$ cat src/rtl/lsu_mem_ctrl_if.sv
// Request, LSU and response signal bundle for lsu_mem_ctrl.
// slave is the controller's view; master is the surrounding pipeline/LSU view.
interface lsu_mem_ctrl_if;
  logic        req_valid_i;
  logic        req_ready_o;
  logic        load_i;
  logic        store_i;
  logic [2:0]  funct3_i;
  logic [31:0] addr_i;
  logic [31:0] wdata_i;
  logic [4:0]  rd_i;
  logic        lsu_read_o;
  logic        lsu_write_o;
  logic [3:0]  lsu_we_o;
  logic [31:0] lsu_addr_o;
  logic [31:0] lsu_data_o;
  logic [31:0] lsu_data_i;
  logic        lsu_valid_i;
  logic        resp_valid_o;
  logic        resp_ready_i;
  logic [31:0] resp_data_o;
  logic [4:0]  resp_rd_o;
  logic        misaligned_o;
  logic        illegal_o;
  logic        bus_err_o;

  modport slave (
    input  req_valid_i, load_i, store_i, funct3_i, addr_i, wdata_i, rd_i,
    input  lsu_data_i, lsu_valid_i, resp_ready_i,
    output req_ready_o, lsu_read_o, lsu_write_o, lsu_we_o, lsu_addr_o, lsu_data_o,
    output resp_valid_o, resp_data_o, resp_rd_o, misaligned_o, illegal_o, bus_err_o
  );

  modport master (
    output req_valid_i, load_i, store_i, funct3_i, addr_i, wdata_i, rd_i,
    output lsu_data_i, lsu_valid_i, resp_ready_i,
    input  req_ready_o, lsu_read_o, lsu_write_o, lsu_we_o, lsu_addr_o, lsu_data_o,
    input  resp_valid_o, resp_data_o, resp_rd_o, misaligned_o, illegal_o, bus_err_o
  );
endinterface

$ cat src/rtl/lsu_mem_ctrl.sv
// RV32I memory-stage controller: validates a load/store, drives the LSU, returns a response.
// Optional LSU_TIMEOUT_EN: abort an ACCESS after TIMEOUT_CYCLES cycles with bus_err_o.
module lsu_mem_ctrl #(
  parameter int unsigned TIMEOUT_CYCLES = 255
) (
  input logic            clk,
  input logic            rstn_i,
  lsu_mem_ctrl_if.slave  bus
);

  localparam logic [1:0] StIdle   = 2'd0;
  localparam logic [1:0] StAccess = 2'd1;
  localparam logic [1:0] StResp   = 2'd2;

  logic [1:0]  state_q, state_d;
  logic        read_q, read_d, write_q, write_d;
  logic [3:0]  we_q, we_d;
  logic [31:0] addr_q, addr_d, data_q, data_d;
  logic [2:0]  funct3_q, funct3_d;
  logic [1:0]  lane_q, lane_d;
  logic [4:0]  rd_q, rd_d;
  logic        resp_valid_q, resp_valid_d;
  logic [31:0] resp_data_q, resp_data_d;
  logic        mis_q, mis_d, ill_q, ill_d;

  logic        accept, is_illegal, is_misaligned;
  logic [3:0]  st_we;
  logic [31:0] st_data, ld_ext;
  logic [7:0]  ld_byte;
  logic [15:0] ld_half;

`ifdef LSU_TIMEOUT_EN
  localparam int unsigned CntRaw = $clog2(TIMEOUT_CYCLES + 1);
  localparam int unsigned CntW   = (CntRaw < 8) ? 8 : ((CntRaw > 32) ? 32 : CntRaw);
  localparam logic [CntW-1:0] CntMax = CntW'(TIMEOUT_CYCLES);
  logic [CntW-1:0] cnt_q, cnt_d;
  logic            bus_err_q, bus_err_d;
`else
  logic unused_timeout_cfg;
  assign unused_timeout_cfg = |TIMEOUT_CYCLES;
`endif

  assign accept = bus.req_valid_i && (state_q == StIdle);

  always_comb begin
    is_illegal = (bus.load_i == bus.store_i) ||
                 (bus.load_i && (bus.funct3_i == 3'd3 || bus.funct3_i[2:1] == 2'b11)) ||
                 (bus.store_i && bus.funct3_i > 3'd2);
    // funct3[1:0]==01 covers both H and HU
    is_misaligned = ((bus.funct3_i[1:0] == 2'b01) && bus.addr_i[0]) ||
                    ((bus.funct3_i == 3'd2) && (bus.addr_i[1:0] != 2'b00));
  end

  always_comb begin
    st_we   = 4'b1111;
    st_data = bus.wdata_i;
    case (bus.funct3_i[1:0])
      2'b00: begin
        st_we   = 4'b0001 << bus.addr_i[1:0];
        st_data = {4{bus.wdata_i[7:0]}};
      end
      2'b01: begin
        st_we   = 4'b0011 << bus.addr_i[1:0];
        st_data = {2{bus.wdata_i[15:0]}};
      end
      default: ;
    endcase
  end

  always_comb begin
    case (lane_q)
      2'd0:    ld_byte = bus.lsu_data_i[7:0];
      2'd1:    ld_byte = bus.lsu_data_i[15:8];
      2'd2:    ld_byte = bus.lsu_data_i[23:16];
      default: ld_byte = bus.lsu_data_i[31:24];
    endcase
    ld_half = lane_q[1] ? bus.lsu_data_i[31:16] : bus.lsu_data_i[15:0];
    case (funct3_q)
      3'd0:    ld_ext = {{24{ld_byte[7]}}, ld_byte};
      3'd1:    ld_ext = {{16{ld_half[15]}}, ld_half};
      3'd4:    ld_ext = {24'd0, ld_byte};
      3'd5:    ld_ext = {16'd0, ld_half};
      default: ld_ext = bus.lsu_data_i;
    endcase
  end

  always_comb begin
    state_d      = state_q;
    read_d       = read_q;
    write_d      = write_q;
    we_d         = we_q;
    addr_d       = addr_q;
    data_d       = data_q;
    funct3_d     = funct3_q;
    lane_d       = lane_q;
    rd_d         = rd_q;
    resp_valid_d = resp_valid_q;
    resp_data_d  = resp_data_q;
    mis_d        = mis_q;
    ill_d        = ill_q;
`ifdef LSU_TIMEOUT_EN
    cnt_d        = cnt_q;
    bus_err_d    = bus_err_q;
`endif
    case (state_q)
      StIdle: begin
        if (accept) begin
          funct3_d = bus.funct3_i;
          lane_d   = bus.addr_i[1:0];
          rd_d     = bus.rd_i;
          if (is_illegal) begin
            ill_d        = 1'b1;
            resp_valid_d = 1'b1;
            state_d      = StResp;
          end else if (is_misaligned) begin
            mis_d        = 1'b1;
            resp_valid_d = 1'b1;
            state_d      = StResp;
          end else begin
            read_d  = bus.load_i;
            write_d = bus.store_i;
            addr_d  = {bus.addr_i[31:2], 2'b00};
            we_d    = bus.store_i ? st_we : 4'b0000;
            data_d  = bus.store_i ? st_data : 32'd0;
            state_d = StAccess;
`ifdef LSU_TIMEOUT_EN
            cnt_d   = '0;
`endif
          end
        end
      end
      StAccess: begin
        if (bus.lsu_valid_i) begin
          read_d       = 1'b0;
          write_d      = 1'b0;
          we_d         = 4'b0000;
          resp_data_d  = read_q ? ld_ext : 32'd0;
          resp_valid_d = 1'b1;
          state_d      = StResp;
        end
`ifdef LSU_TIMEOUT_EN
        else begin
          cnt_d = cnt_q + 1'b1;
          if (cnt_d == CntMax) begin
            read_d       = 1'b0;
            write_d      = 1'b0;
            we_d         = 4'b0000;
            bus_err_d    = 1'b1;
            resp_data_d  = 32'd0;
            resp_valid_d = 1'b1;
            state_d      = StResp;
          end
        end
`endif
      end
      StResp: begin
        if (bus.resp_ready_i) begin
          resp_valid_d = 1'b0;
          resp_data_d  = 32'd0;
          mis_d        = 1'b0;
          ill_d        = 1'b0;
`ifdef LSU_TIMEOUT_EN
          bus_err_d    = 1'b0;
`endif
          state_d      = StIdle;
        end
      end
      default: state_d = StIdle;
    endcase
  end

  always_ff @(posedge clk or negedge rstn_i) begin
    if (!rstn_i) begin
      state_q      <= StIdle;
      read_q       <= 1'b0;
      write_q      <= 1'b0;
      we_q         <= 4'b0000;
      addr_q       <= 32'd0;
      data_q       <= 32'd0;
      funct3_q     <= 3'd0;
      lane_q       <= 2'd0;
      rd_q         <= 5'd0;
      resp_valid_q <= 1'b0;
      resp_data_q  <= 32'd0;
      mis_q        <= 1'b0;
      ill_q        <= 1'b0;
    end else begin
      state_q      <= state_d;
      read_q       <= read_d;
      write_q      <= write_d;
      we_q         <= we_d;
      addr_q       <= addr_d;
      data_q       <= data_d;
      funct3_q     <= funct3_d;
      lane_q       <= lane_d;
      rd_q         <= rd_d;
      resp_valid_q <= resp_valid_d;
      resp_data_q  <= resp_data_d;
      mis_q        <= mis_d;
      ill_q        <= ill_d;
    end
  end

`ifdef LSU_TIMEOUT_EN
  always_ff @(posedge clk or negedge rstn_i) begin
    if (!rstn_i) begin
      cnt_q     <= '0;
      bus_err_q <= 1'b0;
    end else begin
      cnt_q     <= cnt_d;
      bus_err_q <= bus_err_d;
    end
  end
  assign bus.bus_err_o = bus_err_q;
`else
  assign bus.bus_err_o = 1'b0;
`endif

  assign bus.req_ready_o  = (state_q == StIdle);
  assign bus.lsu_read_o   = read_q;
  assign bus.lsu_write_o  = write_q;
  assign bus.lsu_we_o     = we_q;
  assign bus.lsu_addr_o   = addr_q;
  assign bus.lsu_data_o   = data_q;
  assign bus.resp_valid_o = resp_valid_q;
  assign bus.resp_data_o  = resp_data_q;
  assign bus.resp_rd_o    = rd_q;
  assign bus.misaligned_o = mis_q;
  assign bus.illegal_o    = ill_q;

endmodule
$ cat src/flat_wrapper.sv
// flat-port wrapper written by rule: the top's interface ports become plain ports
module lsu_mem_ctrl_flat 
#(
  parameter int unsigned TIMEOUT_CYCLES = 255
)
  (clk, rstn_i, bus_req_valid_i, bus_load_i, bus_store_i, bus_funct3_i, bus_addr_i, bus_wdata_i, bus_rd_i, bus_lsu_data_i, bus_lsu_valid_i, bus_resp_ready_i, bus_req_ready_o, bus_lsu_read_o, bus_lsu_write_o, bus_lsu_we_o, bus_lsu_addr_o, bus_lsu_data_o, bus_resp_valid_o, bus_resp_data_o, bus_resp_rd_o, bus_misaligned_o, bus_illegal_o, bus_bus_err_o);
  lsu_mem_ctrl_if bus_i ();
  input logic clk;
  input logic rstn_i;
  input wire logic [$bits(bus_i.req_valid_i)-1:0] bus_req_valid_i;
  input wire logic [$bits(bus_i.load_i)-1:0] bus_load_i;
  input wire logic [$bits(bus_i.store_i)-1:0] bus_store_i;
  input wire logic [$bits(bus_i.funct3_i)-1:0] bus_funct3_i;
  input wire logic [$bits(bus_i.addr_i)-1:0] bus_addr_i;
  input wire logic [$bits(bus_i.wdata_i)-1:0] bus_wdata_i;
  input wire logic [$bits(bus_i.rd_i)-1:0] bus_rd_i;
  input wire logic [$bits(bus_i.lsu_data_i)-1:0] bus_lsu_data_i;
  input wire logic [$bits(bus_i.lsu_valid_i)-1:0] bus_lsu_valid_i;
  input wire logic [$bits(bus_i.resp_ready_i)-1:0] bus_resp_ready_i;
  output wire logic [$bits(bus_i.req_ready_o)-1:0] bus_req_ready_o;
  output wire logic [$bits(bus_i.lsu_read_o)-1:0] bus_lsu_read_o;
  output wire logic [$bits(bus_i.lsu_write_o)-1:0] bus_lsu_write_o;
  output wire logic [$bits(bus_i.lsu_we_o)-1:0] bus_lsu_we_o;
  output wire logic [$bits(bus_i.lsu_addr_o)-1:0] bus_lsu_addr_o;
  output wire logic [$bits(bus_i.lsu_data_o)-1:0] bus_lsu_data_o;
  output wire logic [$bits(bus_i.resp_valid_o)-1:0] bus_resp_valid_o;
  output wire logic [$bits(bus_i.resp_data_o)-1:0] bus_resp_data_o;
  output wire logic [$bits(bus_i.resp_rd_o)-1:0] bus_resp_rd_o;
  output wire logic [$bits(bus_i.misaligned_o)-1:0] bus_misaligned_o;
  output wire logic [$bits(bus_i.illegal_o)-1:0] bus_illegal_o;
  output wire logic [$bits(bus_i.bus_err_o)-1:0] bus_bus_err_o;
  assign bus_i.req_valid_i = bus_req_valid_i;
  assign bus_i.load_i = bus_load_i;
  assign bus_i.store_i = bus_store_i;
  assign bus_i.funct3_i = bus_funct3_i;
  assign bus_i.addr_i = bus_addr_i;
  assign bus_i.wdata_i = bus_wdata_i;
  assign bus_i.rd_i = bus_rd_i;
  assign bus_i.lsu_data_i = bus_lsu_data_i;
  assign bus_i.lsu_valid_i = bus_lsu_valid_i;
  assign bus_i.resp_ready_i = bus_resp_ready_i;
  assign bus_req_ready_o = bus_i.req_ready_o;
  assign bus_lsu_read_o = bus_i.lsu_read_o;
  assign bus_lsu_write_o = bus_i.lsu_write_o;
  assign bus_lsu_we_o = bus_i.lsu_we_o;
  assign bus_lsu_addr_o = bus_i.lsu_addr_o;
  assign bus_lsu_data_o = bus_i.lsu_data_o;
  assign bus_resp_valid_o = bus_i.resp_valid_o;
  assign bus_resp_data_o = bus_i.resp_data_o;
  assign bus_resp_rd_o = bus_i.resp_rd_o;
  assign bus_misaligned_o = bus_i.misaligned_o;
  assign bus_illegal_o = bus_i.illegal_o;
  assign bus_bus_err_o = bus_i.bus_err_o;
  lsu_mem_ctrl #(.TIMEOUT_CYCLES(TIMEOUT_CYCLES)) u_core (.clk(clk), .rstn_i(rstn_i), .bus(bus_i));
endmodule
$ cat config.mk
export PLATFORM = sky130hd
export DESIGN_NAME = lsu_mem_ctrl_flat
export DESIGN_NICKNAME = d
export VERILOG_FILES = /design/src/rtl/lsu_mem_ctrl_if.sv /design/src/rtl/lsu_mem_ctrl.sv /design/src/flat_wrapper.sv
export SDC_FILE = /design/constraint.sdc
export NUM_CORES = 1
export LEC_CHECK = 0
export ABC_AREA = 0
export CAP_MARGIN = 20
export CORE_MARGIN = 2
export CORE_UTILIZATION = 44
export CTS_CLUSTER_SIZE = 12
export DETAILED_ROUTE_END_ITERATION = 10
export PLACE_DENSITY_LB_ADDON = 0.3
export SKIP_LAST_GASP = 1
export SLEW_MARGIN = 20
export SYNTH_ARGS = -nofsm -noshare
export SYNTH_HDL_FRONTEND = slang
export SYNTH_SLANG_ARGS = --single-unit
$ cat constraint.sdc
create_clock -name clk -period 2.1 [get_ports clk]
set_input_delay 0.21 -clock clk [delete_from_list [all_inputs] [get_ports clk]]
set_output_delay 0.21 -clock clk [all_outputs]
set_load 0.03 [all_outputs]
# Yosys cells after proc, flatten, opt, wreduce, memory -nomap -nowiden
# Cells that the tools add are included.
# word_totals
regBits	115
wordCells	107
inputBits	111
# op_classes
n_bitwise	2
shifts	2
n_reduce_logical	26
order_cmp	1
mux	43
eq_ne	20
# op_table
operator	count
$mux 32	4
$pmux 32 s2	2
$pmux 32 s4	1
$pmux 8 s3	1
$mux 4	5
$mux 1	16
$mux 16	1
$pmux 4 s2	2
$reduce_and 5->1	3
$mux 2	5
$ne 2x2->1 const B	4
$pmux 1 s2	4
$reduce_and 4->1	2
$reduce_bool 2->1	4
$eq 2x1->1 const B	3
$eq 2x2->1 const B	3
$eq 3x2->1 const B	2
$eq 3x3->1 const B	2
$logic_not 2->1	3
$ne 2x1->1 const B	3
$pmux 2 s3	1
$reduce_and 3->1	2
$logic_and 1x1->1	5
$logic_or 1x1->1	4
other kinds (11)	12

# Logic depth before layout (Yosys ltp)
# depth
word_depth	8
depth_mapped	8

# Worst setup path after synthesis
# OpenSTA, ideal clock, no wires.
# synth_path
path_kind	reg2reg
start	register u_core.state_q[0]
end	register u_core.data_q[11] (netlist: u_core.bus.lsu_data_o[11])
path_buffers	3
path_slack_ns	0.284
arrival_ns	1.688
stages_incl_launch_ff	8
period_less_slack_ns	1.816
cell_sequence	dfrtp_1 -> buf_2 -> nor2_2 -> and2_1 -> buf_4 -> nand3b_4 -> buf_4 -> mux2_1
# synth_between
elab_chain_len	3
# synth_lines
element	line_no	source
start, declared	lsu_mem_ctrl.sv:15	logic [1:0] state_q, state_d;
start signal, assigned	lsu_mem_ctrl.sv:174	state_q <= StIdle;
start signal, assigned	lsu_mem_ctrl.sv:188	state_q <= state_d;
$logic_not 2->1 *	--	
net bus_req_ready_o	flat_wrapper.sv:20	output wire logic [$bits(bus_i.req_ready_o)-1:0] bus_req_ready_o;
$logic_and 1x1->1	lsu_mem_ctrl.sv:43	assign accept = bus.req_valid_i && (state_q == StIdle);
$reduce_and 4->1 (no line) *	--	
end signal, assigned	lsu_mem_ctrl.sv:193	data_q <= data_d;
end, declared	lsu_mem_ctrl.sv:18	logic [31:0] addr_q, addr_d, data_q, data_d;
# Mark *: on every way through the listed nets, which the timed path passes. The rest lies on a longest branch.
# A chain may end at the register's enable or synchronous reset.

# Worst setup path after layout
# layout_path
start	register u_core.state_q[0]
end	register u_core.resp_data_q[18] (netlist: u_core.bus.resp_data_o[18])
# layout_between
elab_chain_len	3
word_cells_on_any_way	7
classes_between	4 x eq/ne; 1 x mux; 2 x reduce/logical
# layout_lines
element	line_no	source
$eq 2x2->1 or $eq 2x1->1 (tied branches)	lsu_mem_ctrl.sv:105	case (state_q)
$ne 2x2->1 (no line) or $reduce_bool 2->1 (tied branches)	--	
$reduce_and 3->1 (no line)	--	
end signal, assigned	lsu_mem_ctrl.sv:198	resp_data_q <= resp_data_d;
end, declared	lsu_mem_ctrl.sv:23	logic [31:0] resp_data_q, resp_data_d;
# Parallel ways exist; a longest one is shown, timed or not.

==> impl_metrics.prom <==
# TYPE chip_impl_metric gauge
chip_impl_metric{name="seq_area_frac_synth",unit=""} 0.524
chip_impl_info{name="combinational_family_with_the_most_area_after_synthesis",value="multiplexers"} 1
chip_impl_metric{name="maximum_number_of_pins_on_one_net_before_global_route_repair",unit=""} 62
chip_impl_metric{name="final_non_filler_cell_total",unit=""} 899
chip_impl_metric{name="layout_fillers",unit=""} 884
chip_impl_metric{name="number_of_antenna_violations_at_the_first_check_in_global_routing",unit=""} 0
chip_impl_metric{name="power_density",unit="nW/um2"} 1340
chip_impl_metric{name="yosys.cell_types.count",unit=""} 43
chip_impl_metric{name="h-tree-depth",unit=""} 4
chip_impl_metric{name="routed-via-count",unit=""} 4698
chip_impl_metric{name="synth_seq_cells",unit=""} 115
chip_impl_metric{name="route.final.wire_length",unit="um"} 15500
chip_impl_metric{name="die-width",unit="um"} 116
chip_impl_info{name="min_path_type",value="in2async"} 1
chip_impl_metric{name="drt-pass1-iter-count",unit=""} 5
chip_impl_info{name="path_delay_family",value="compound AO/OA/AOI/OAI gates"} 1
chip_impl_metric{name="timing.max_slew.rel_slack",unit=""} 0.460
chip_impl_metric{name="drtAntennaViolNets",unit=""} 0
chip_impl_info{name="tritoncts_clock_tree",value="built"} 1
chip_impl_metric{name="worstPathMaxFanout",unit=""} 16
chip_impl_metric{name="track_usage",unit=""} 0.238
chip_impl_metric{name="total_power",unit="mW"} 11.6
chip_impl_metric{name="mappedNetlistArea",unit="um2"} 5490
chip_impl_metric{name="syn_area_per_cell",unit="um2"} 11.3
chip_impl_metric{name="finalSetupTns",unit="ns"} 0
chip_impl_metric{name="global_route.overflow_total",unit=""} 0
chip_impl_metric{name="placeableCoreArea",unit="um2"} 12100
chip_impl_metric{name="finish.net_count",unit=""} 830
chip_impl_metric{name="die_h",unit="um"} 116
chip_impl_info{name="clock-root-buffer",value="sky130_fd_sc_hd__clkbuf_16"} 1
chip_impl_metric{name="clk_pin_slew_worst_paths",unit="ns"} 0.05
chip_impl_metric{name="drc",unit=""} 0
chip_impl_metric{name="max_freq",unit="MHz"} 489
chip_impl_metric{name="synth_fa_ha_area_frac",unit=""} 0
chip_impl_metric{name="detail_route.vias_per_cell",unit=""} 5.23
chip_impl_info{name="worst_setup_path_end_kind",value="flip-flop"} 1
chip_impl_metric{name="place.port_buffers",unit=""} 219
chip_impl_info{name="yosys_most_used_dff",value="sky130_fd_sc_hd__dfrtp_1"} 1
chip_impl_metric{name="cts_sinks",unit=""} 115
chip_impl_metric{name="critical_path.max_stage_delay",unit="ns"} 0.60
chip_impl_metric{name="muxShareOfSynthArea",unit=""} 0.207
chip_impl_metric{name="final.setup_skew",unit="ns"} 0.00657
chip_impl_metric{name="placedCellCount",unit=""} 867
chip_impl_metric{name="die-area",unit="um2"} 13400
chip_impl_metric{name="crit_buf_inv",unit=""} 0
chip_impl_metric{name="layout-drive-gt1-share",unit=""} 0.119
chip_impl_metric{name="synth-async-reset-ratio",unit=""} 1.00
chip_impl_metric{name="final.min_clock_period",unit="ns"} 2.04
chip_impl_metric{name="synth_area_in_compound_gates",unit=""} 0.134
chip_impl_metric{name="worst_max_slew_pin_slew",unit="ns"} 0.809
chip_impl_metric{name="timing.max_cap.violations",unit=""} 0
chip_impl_metric{name="synth_top_cell_area_share",unit=""} 0.524
chip_impl_metric{name="antenna_cells",unit=""} 0
chip_impl_metric{name="final_max_slew_viol_count",unit=""} 0
chip_impl_metric{name="initialDrtViolationCount",unit=""} 307
chip_impl_metric{name="cell_area_after_layout",unit="um2"} 8670
chip_impl_metric{name="register_area",unit="um2"} 2880
chip_impl_metric{name="synth_simple_gate_area_frac",unit=""} 0.0836
chip_impl_info{name="layout.cells.most_common",value="sky130_fd_sc_hd__clkdlybuf4s50_1"} 1
chip_impl_metric{name="synth.yosys.warnings",unit=""} 0
chip_impl_info{name="yosysTopAreaCell",value="sky130_fd_sc_hd__dfrtp_1"} 1
chip_impl_metric{name="synth_edf_count",unit=""} 0
chip_impl_metric{name="number_of_global_route_vias_before_repair",unit=""} 4856
chip_impl_metric{name="routed_wire_length_per_instance",unit="um"} 17.2
chip_impl_metric{name="worst_skew_pair_later_pin_latency",unit="ns"} 0.41
chip_impl_info{name="critical_path.startpoint_type",value="flip-flop"} 1
chip_impl_metric{name="post_synth_xor_area_fraction",unit=""} 0
chip_impl_metric{name="critical_path_arrival",unit="ns"} 2.38
chip_impl_metric{name="report.final.setup_viol",unit=""} 0
chip_impl_metric{name="layout-area-overhead-vs-synth",unit="%"} 57.9
chip_impl_metric{name="start_util",unit=""} 0.453
chip_impl_info{name="synth.area.top_cells",value="sky130_fd_sc_hd__dfrtp_1, sky130_fd_sc_hd__mux2_1, sky130_fd_sc_hd__mux2i_1"} 1
chip_impl_metric{name="pin_count",unit=""} 223
chip_impl_metric{name="worst_vdd_drop",unit="V"} 0.000805
chip_impl_metric{name="grt_first_pass_wirelength",unit="um"} 24500
chip_impl_info{name="criticalPathCategory",value="reg2reg"} 1
chip_impl_metric{name="syn-instance-count",unit=""} 485
chip_impl_metric{name="report.final.hold_viol_count",unit=""} 0
chip_impl_metric{name="max_root_sink_buffers",unit=""} 2
chip_impl_metric{name="power.leakage",unit="nW"} 3.94
chip_impl_metric{name="final_min_period_over_clock_period",unit=""} 0.973
chip_impl_info{name="most-common-layout-cells",value="sky130_fd_sc_hd__clkdlybuf4s50_1, sky130_fd_sc_hd__dfrtp_1, sky130_fd_sc_hd__nand2_1"} 1
chip_impl_metric{name="placed_area",unit="um2"} 7970
chip_impl_metric{name="wp_data_required",unit="ns"} 2.44
chip_impl_metric{name="detailedPlacementHpwl",unit="um"} 11200
chip_impl_metric{name="rows",unit=""} 40
chip_impl_metric{name="multiInputGateArea",unit="um2"} 2360
chip_impl_metric{name="tritoncts.num_buffers",unit=""} 17
chip_impl_info{name="worst_path_max_delay_cell",value="sky130_fd_sc_hd__a21oi_2"} 1
chip_impl_metric{name="finalHoldWorstSlack",unit="ns"} 0.319
chip_impl_metric{name="gp_congestion",unit=""} 0.887
chip_impl_info{name="result_of_the_run",value="finished, final reports clean"} 1
chip_impl_info{name="cp_cell_sequence",value="nand3b_1, nor2_2, nand2_1, a21oi_2, a221o_1"} 1
==> what timing repair did <==
item                                    CTS  global route
buffers inserted                          0             0
resized for setup                         0             2
endpoints found under the setup margin    0            26
endpoints found under the hold margin    35             0
hold buffers                              1             0
==> cells in the mapped netlist, types with 4 or more instances <==
master,count
sky130_fd_sc_hd__dfrtp_1,115
sky130_fd_sc_hd__nand2_1,58
sky130_fd_sc_hd__mux2i_1,46
sky130_fd_sc_hd__mux2_1,42
sky130_fd_sc_hd__o21ai_0,42
sky130_fd_sc_hd__inv_1,19
sky130_fd_sc_hd__a221o_1,16
sky130_fd_sc_hd__nor2_1,15
sky130_fd_sc_hd__mux2_2,14
sky130_fd_sc_hd__clkbuf_1,13
sky130_fd_sc_hd__buf_2,11
sky130_fd_sc_hd__nor2b_1,11
sky130_fd_sc_hd__buf_4,10
sky130_fd_sc_hd__a21oi_1,9
sky130_fd_sc_hd__a21boi_0,8
sky130_fd_sc_hd__o211ai_1,8
sky130_fd_sc_hd__a32oi_1,4
sky130_fd_sc_hd__nor3b_1,4
==> flip-flops by register name (all words and copies together) (netlist names), 2 cells and up <==
name,flops
u_core.bus.lsu_addr_o,30
u_core.state_q,2
u_core.bus.resp_data_o,32
u_core.lane_q,2
u_core.funct3_q,3
u_core.bus.resp_rd_o,5
u_core.bus.lsu_we_o,4
u_core.bus.lsu_data_o,32
==> through the flow <==
stage / setup WS [ns] / utilization
final: 0.0567 / 0.716
after global routing: -0.0231 / 0.716
after CTS: 0.0534 / 0.715
after detailed placement: -0.168 / 0.658
after global placement: -0.0482 / 0.658
after floorplan: 0.284 / -
==> final timing paths <==
kind                                                   startpoint                                endpoint  slack [ns]  depth (start not counted)
min                                                        rstn_i    u_core.bus.lsu_addr_o[9]$_DFFE_PN0P_        0.32                          2
min reg2reg                u_core.bus.resp_data_o[15]$_DFFE_PN0P_  u_core.bus.resp_data_o[15]$_DFFE_PN0P_        0.48                          2
min in group clk                                    bus_addr_i[4]    u_core.bus.lsu_addr_o[4]$_DFFE_PN0P_        0.40                          2
max reg2reg                         u_core.state_q[0]$_DFFE_PN0P_  u_core.bus.resp_data_o[18]$_DFFE_PN0P_        0.06                          5
max in group asynchronous                                  rstn_i   u_core.bus.lsu_addr_o[16]$_DFFE_PN0P_        1.07                          3
max                                 u_core.state_q[0]$_DFFE_PN0P_  u_core.bus.resp_data_o[18]$_DFFE_PN0P_        0.06                          5
==> routing by layer <==
metal / track usage / vias up / part of all wire
li1: - / 2181 / -
met1: 0.283 / 2274 / 0.40
met2: 0.384 / 209 / 0.48
met3: 0.0936 / 34 / 0.091
met4: 0.106 / 0 / 0.027
met5: 0 / - / 0
==> report_power, final <==
part | switching [mW] | internal [mW] | leakage [nW]
clock | 0.967 | 2.30 | 0.329
combinational | 2.73 | 2.13 | 2.14
sequential | 0.460 | 2.99 | 1.47
total | 4.16 | 7.42 | 3.94
==> layout make-up <==
class / instances / share of cell area
clock buffer: 21 / 0.0543
timing repair buffer: 249 / 0.285
clock inverter: 10 / 0.0234
multi-input combinational: 315 / 0.272
tap: 168 / 0.0242
inverter: 21 / 0.00909
sequential: 115 / 0.332
==> cells by family after synthesis <==
kind of cell | count (synthesis)
mux | 105
buf+inv | 57
simple gates | 98
other cells | 1
compound gates | 109
flops | 115
(Power assumes the default switching activity.)
